File: config.mk
export PLATFORM = sky130hd
export DESIGN_NAME = fx2_fifo_arbiter
export DESIGN_NICKNAME = d
export VERILOG_FILES = /design/src/rtl/fx2_fifo_arbiter.sv
export SDC_FILE = /design/constraint.sdc
export NUM_CORES = 1
export LEC_CHECK = 0
export CAP_MARGIN = 20
export CORE_MARGIN = 4
export CORE_UTILIZATION = 43
export DETAILED_ROUTE_END_ITERATION = 6
export HOLD_SLACK_MARGIN = 0.1
export PLACE_DENSITY = 0.76
export SLEW_MARGIN = 20
export SYNTH_ARGS = -nofsm -noshare
export SYNTH_HDL_FRONTEND = slang
export SYNTH_SLANG_ARGS = --single-unit
File: constraint.sdc
create_clock -name IFCLK -period 2.4 [get_ports IFCLK]
set_clock_uncertainty 0.2 [all_clocks]
set_input_delay 0.48 -clock IFCLK [delete_from_list [all_inputs] [get_ports IFCLK]]
set_output_delay 0.48 -clock IFCLK [all_outputs]
set_load 0.005 [all_outputs]
File: src/rtl/fx2_fifo_arbiter.sv
// Round-robin arbiter sharing the FX2 slave FIFO bus between an I/Q TX stream (EP6) and RX reads (EP2).
// Optional TX frame header (sync word + sequence count) is enabled by defining FRAME_SYNC_EN.
module fx2_fifo_arbiter #(
    parameter int TX_BURST = 32,
    parameter int RX_BURST = 8
) (
    input  logic        IFCLK,
    input  logic        reset,
    input  logic [15:0] tx_iword,
    input  logic [15:0] tx_qword,
    input  logic        tx_empty,
    output logic        tx_rdreq,
    output logic [15:0] rx_data,
    output logic        rx_valid,
    input  logic        rx_full,
    input  logic        FLAGA,
    input  logic        FLAGB,
    input  logic [15:0] FD_in,
    output logic [15:0] FD_out,
    output logic        FD_oe,
    output logic        SLWR,
    output logic        SLRD,
    output logic        SLOE,
    output logic [1:0]  FIFO_ADR
);

    localparam int TXC_W = $clog2(TX_BURST + 1);
    localparam int RXC_W = $clog2(RX_BURST + 1);
    localparam logic [TXC_W-1:0] TX_MAX = TXC_W'(TX_BURST);
    localparam logic [RXC_W-1:0] RX_MAX = RXC_W'(RX_BURST);

    typedef enum logic [3:0] {
        IDLE,
        TX_ADDR,
`ifdef FRAME_SYNC_EN
        TX_SYNC,
        TX_SEQ,
`endif
        TX_I,
        TX_Q,
        RX_ADDR,
        RX_READ,
        RX_TURN
    } state_t;

    state_t            state_q, state_d;
    logic              last_rx_q, last_rx_d;
    logic [TXC_W-1:0]  tx_cnt_q, tx_cnt_d;
    logic [RXC_W-1:0]  rx_cnt_q, rx_cnt_d;
    logic [15:0]       fd_out_q, fd_out_d;
    logic              fd_oe_q, fd_oe_d;
    logic              slwr_q, slwr_d;
    logic              slrd_q, slrd_d;
    logic              sloe_q, sloe_d;
    logic [1:0]        fifo_adr_q, fifo_adr_d;
    logic              tx_rdreq_q, tx_rdreq_d;
    logic [15:0]       rx_data_q, rx_data_d;
    logic              rx_valid_q, rx_valid_d;
`ifdef FRAME_SYNC_EN
    logic [15:0]       seq_q, seq_d;
`endif

    logic tx_req, rx_req, grant_tx, grant_rx;

    always_comb begin
        tx_req   = FLAGB & ~tx_empty;
        rx_req   = FLAGA & ~rx_full;
        grant_tx = tx_req & (~rx_req | last_rx_q);
        grant_rx = rx_req & ~grant_tx;
    end

    always_comb begin
        state_d    = state_q;
        last_rx_d  = last_rx_q;
        tx_cnt_d   = tx_cnt_q;
        rx_cnt_d   = rx_cnt_q;
        fd_out_d   = fd_out_q;
        fd_oe_d    = fd_oe_q;
        slwr_d     = 1'b1;
        slrd_d     = 1'b1;
        sloe_d     = sloe_q;
        fifo_adr_d = fifo_adr_q;
        tx_rdreq_d = 1'b0;
        // A word is on FD_in whenever SLRD was low during the cycle just ending.
        rx_data_d  = slrd_q ? rx_data_q : FD_in;
        rx_valid_d = ~slrd_q;
`ifdef FRAME_SYNC_EN
        seq_d      = seq_q;
`endif
        case (state_q)
            IDLE: begin
                if (grant_tx) begin
                    state_d    = TX_ADDR;
                    fifo_adr_d = 2'b10;
                    fd_oe_d    = 1'b1;
                    last_rx_d  = 1'b0;
                    tx_cnt_d   = '0;
                end else if (grant_rx) begin
                    state_d    = RX_ADDR;
                    fifo_adr_d = 2'b00;
                    fd_oe_d    = 1'b0;
                    sloe_d     = 1'b0;
                    last_rx_d  = 1'b1;
                    rx_cnt_d   = '0;
                end
            end
            TX_ADDR: begin
`ifdef FRAME_SYNC_EN
                if (FLAGB) begin
                    state_d  = TX_SYNC;
                    fd_out_d = 16'h7F7F;
                    slwr_d   = 1'b0;
                end else begin
                    state_d = IDLE;
                    fd_oe_d = 1'b0;
                end
`else
                state_d = TX_I;
`endif
            end
`ifdef FRAME_SYNC_EN
            TX_SYNC: begin
                state_d  = TX_SEQ;
                fd_out_d = seq_q;
                slwr_d   = 1'b0;
            end
            TX_SEQ: begin
                state_d = TX_I;
                seq_d   = seq_q + 16'd1;
            end
`endif
            TX_I: begin
                // While a pop is landing on this edge the show-ahead head is stale: wait one cycle.
                if (!tx_rdreq_q) begin
                    if (FLAGB && !tx_empty && (tx_cnt_q < TX_MAX)) begin
                        state_d  = TX_Q;
                        fd_out_d = tx_iword;
                        slwr_d   = 1'b0;
                    end else begin
                        state_d = IDLE;
                        fd_oe_d = 1'b0;
                    end
                end
            end
            TX_Q: begin
                state_d    = TX_I;
                fd_out_d   = tx_qword;
                slwr_d     = 1'b0;
                tx_rdreq_d = 1'b1;
                tx_cnt_d   = tx_cnt_q + TXC_W'(1);
            end
            RX_ADDR: begin
                state_d = RX_READ;
            end
            RX_READ: begin
                if (FLAGA && !rx_full && (rx_cnt_q < RX_MAX)) begin
                    slrd_d   = 1'b0;
                    rx_cnt_d = rx_cnt_q + RXC_W'(1);
                end else begin
                    state_d = RX_TURN;
                    sloe_d  = 1'b1;
                end
            end
            RX_TURN: begin
                state_d = IDLE;
            end
            default: begin
                state_d = IDLE;
            end
        endcase
    end

    always_ff @(posedge IFCLK) begin
        if (reset) begin
            state_q    <= IDLE;
            last_rx_q  <= 1'b1;
            tx_cnt_q   <= '0;
            rx_cnt_q   <= '0;
            fd_out_q   <= '0;
            fd_oe_q    <= 1'b0;
            slwr_q     <= 1'b1;
            slrd_q     <= 1'b1;
            sloe_q     <= 1'b1;
            fifo_adr_q <= 2'b10;
            tx_rdreq_q <= 1'b0;
            rx_data_q  <= '0;
            rx_valid_q <= 1'b0;
`ifdef FRAME_SYNC_EN
            seq_q      <= '0;
`endif
        end else begin
            state_q    <= state_d;
            last_rx_q  <= last_rx_d;
            tx_cnt_q   <= tx_cnt_d;
            rx_cnt_q   <= rx_cnt_d;
            fd_out_q   <= fd_out_d;
            fd_oe_q    <= fd_oe_d;
            slwr_q     <= slwr_d;
            slrd_q     <= slrd_d;
            sloe_q     <= sloe_d;
            fifo_adr_q <= fifo_adr_d;
            tx_rdreq_q <= tx_rdreq_d;
            rx_data_q  <= rx_data_d;
            rx_valid_q <= rx_valid_d;
`ifdef FRAME_SYNC_EN
            seq_q      <= seq_d;
`endif
        end
    end

    assign tx_rdreq = tx_rdreq_q;
    assign rx_data  = rx_data_q;
    assign rx_valid = rx_valid_q;
    assign FD_out   = fd_out_q;
    assign FD_oe    = fd_oe_q;
    assign SLWR     = slwr_q;
    assign SLRD     = slrd_q;
    assign SLOE     = sloe_q;
    assign FIFO_ADR = fifo_adr_q;

endmodule

==> results.py <==
metrics = {
    "timing": {
        "finalCriticalPeriod_ns": 2.09,
        "timing.slew.headroom_pct": 65.8,
        "hold_violations": 0,
        "rsz0062_at_grt": "false",
        "max_freq_ghz": 0.477,
        "setup_viol": 0,
        "fin_crit_sh_pct": 87.3,
        "tns_ns": 0,
        "slew_viol_final": 0,
        "tightestPinTransition_ns": 0.509,
    },
    "placement": {
        "dp.cells": 408,
        "io_buffers": 92,
        "gp_congestion": 0.855,
        "dpl-instance-area_sq_mm": 0.00333,
        "dpl.hpwl_um": 4310,
    },
    "power": {
        "combinationalPowerShare_pct": 12.1,
        "sw_frac_of_total_pct": 21.1,
        "power_switching_mw": 0.386,
        "seqPwrFrac_pct": 49.6,
        "p_leak_nw": 1.36,
        "irDropWorstVdd_v": 0.000328,
        "power_density_mw_per_mm2": 529,
        "pwr-share-clk_pct": 38.3,
        "p_int_mw": 1.44,
    },
    "synthesis": {
        "ys.warnings.count": 0,
        "yosysTopAreaCellShare_pct": 45.6,
        "synth-seq-area-share_pct": 45.6,
        "yosysTopAreaCell": "dfxtp_1",
        "syn_area_per_cell_sq_um": 9.12,
        "synth_commonest_cells": "dfxtp_1, nand2_1, nor2_1, mux2i_1, a311oi_2",
        "synth.most_common_cell": "dfxtp_1",
        "synth-simple-area-share_pct": 21.2,
        "synth-compound-area-share_pct": 19.3,
        "synth_area_leaders": "dfxtp_1, a311oi_2, mux2i_1",
        "synth_top_family_by_area": "simple AND/OR/NAND/NOR gates",
        "synth.cell_area_sq_mm": 0.00233,
        "synth_edf_count": 0,
        "ys_types": 42,
        "synth_cells": 255,
        "synth_nets": 311,
        "synth_xor_area_share_pct": 0.753,
        "synthArstFlopShare_pct": 0,
        "synth_fa_ha_area_share_pct": 1.08,
        "ys_seq_elements": 53,
        "synthMuxAreaShare_pct": 6.89,
        "yosys_most_used_dff": "dfxtp_1",
    },
    "route": {
        "drt-total-wl_um": 5990,
        "first_pass_iters": 4,
        "drc": 0,
        "drt_iter0_drc": 108,
        "vias": 2140,
        "ant_nets": 0,
        "post_drt_wl_per_cell_um": 14.4,
        "viasPerCell": 5.14,
    },
    "clock_network": {
        "postCtsSetupRepairBufs": 0,
        "path_clk_slew_ns": 0.09,
        "cts_tree": "yes",
        "cts_hold_buf": 0,
        "clkSinkCount": 53,
        "cts_buffer_depth": 2,
        "cts_root_buf": "clkbuf_8",
        "clock_latency_ns": 0.30,
        "cts_resized": 0,
        "cts_buffers": 5,
        "cts_max_level": 2,
    },
    "floorplanning": {
        "fp.dieH_um": 81.5,
        "coreArea_sq_mm": 0.00517,
        "num_rows": 26,
        "start_util_pct": 45.0,
        "die-area_sq_mm": 0.00665,
        "pin_count": 94,
        "fp.dieW_um": 81.5,
    },
    "global_routing": {
        "grt_pass1_wl_um": 9650,
        "grt_max_degree": 39,
        "grtUsageTotal_pct": 18.5,
        "grt_overflow": 0,
        "antenna_found_initial": 0,
        "grt_pass1_vias": 2035,
    },
    "cells_and_area": {
        "nFillCells": 415,
        "syn2layout_area_growth_pct": 48.7,
        "drive_gt1_share_pct": 11.3,
        "diodes": 0,
        "final-instance-count-excl-fill": 416,
        "final_util_pct": 66.9,
        "regArea_sq_mm": 0.00106,
        "multi_input_area_sq_mm": 0.00115,
        "layout.nets": 401,
        "final_area_sq_mm": 0.00346,
    },
    "setup_path": {
        "path_class": "in2reg",
        "path_cells": "clkdlybuf4s50_1 > nand2b_1 > o41ai_4 > buf_12 > nor2_1 > a311oi_1",
        "crit_required_ns": 2.41,
        "crit_fanout": 33,
        "crit_path_end_kind": "register",
        "worstPathArrival_ns": 2.10,
        "crit_path_max_incr_delay_ns": 0.45,
        "cpMaxStageDelayCell": "clkdlybuf4s50_1",
        "setup.worst_path.start_class": "primary input",
    },
    "run_status": {
        "status": "finished, final reports clean",
    },
    "worst_hold_path": {
        "hold_path.class": "reg2reg",
    },
    "run": {
        "drv_cap": 0,
    },
}
==> through the flow <==
step	setup WS, ns	power [mW]	hold slack, ns
after floorplan	0.502	1.02	0.260
after global placement	0.0498	1.15	0.274
after detailed placement	0.00900	1.15	0.277
after CTS	0.312	1.85	0.280
after global routing	0.224	1.90	0.307
final	0.305	1.83	0.291
==> state kept, by name, indices dropped and copies added (netlist names), 3 cells and up <==
signal,count
rx_data,16
tx_cnt_q,6
FD_out,16
rx_cnt_q,4
state_q,3
==> layout make-up <==
type	instances	area share, %
clock buffers	5	1.99
clock inverters	3	1.88
inverters	3	0.325
multi-input cells	180	33.2
flip-flops and latches	53	30.7
well taps	70	2.53
repair buffers	102	29.4
==> per-layer routing <==
metal / vias up / global-route usage, % / share of wire [%]
met2: 66 / 30.3 / 48
met5: - / 0 / 0
li1: 1070 / - / -
met3: 7 / 3.73 / 6.3
met1: 997 / 23.8 / 45
met4: 0 / 7.26 / 0.92
==> cells by family after synthesis <==
logic type	count (synthesis)
other	1
AO/OA/AOI/OAI	48
XOR/XNOR	2
multiplexers	16
AND/OR/NAND/NOR	111
adder cells (fa/ha/maj)	2
flip-flops	53
buffers and inverters	22
==> final timing paths <==
check / endpoint / start / depth (start not counted) / slack [ns]
setup / recovery: FD_out[15] / tx_empty / 6 / 0.31
hold / removal: FD_oe / FD_oe / 2 / 0.29
setup reg to reg: FD_out[15] / state_q[2] / 5 / 0.41
hold reg to reg: FD_oe / FD_oe / 2 / 0.29
==> layout by cell type (no fill, tap or decap), types with 3 or more instances in the layout <==
cell / count
nand3_1: 3
mux2i_1: 16
a311oi_1: 3
clkdlybuf4s50_1: 91
a311oi_2: 13
nand2b_1: 3
clkbuf_8: 5
nand2_1: 40
a21oi_1: 10
buf_4: 8
nor2_1: 40
o21ai_0: 6
inv_1: 3
nor2_2: 3
dfxtp_1: 53
nor3_1: 8
==> worst max-delay path: cells and delay by family <==
family	cells	cell delay [ns]
simple gates	2	0.30
buf+inv	2	0.70
compound gates	2	0.62
==> power groups by stage <==
stage	clock network, mW	registers, mW	logic [mW]
2_1_floorplan	0	0.924	0.0939
3_3_place_gp	0	0.928	0.219
3_5_place_dp	0	0.929	0.220
4_1_cts	0.718	0.908	0.222
5_1_grt	0.751	0.911	0.242
6_report	0.701	0.908	0.221
Power figures use the tool's default switching activity.
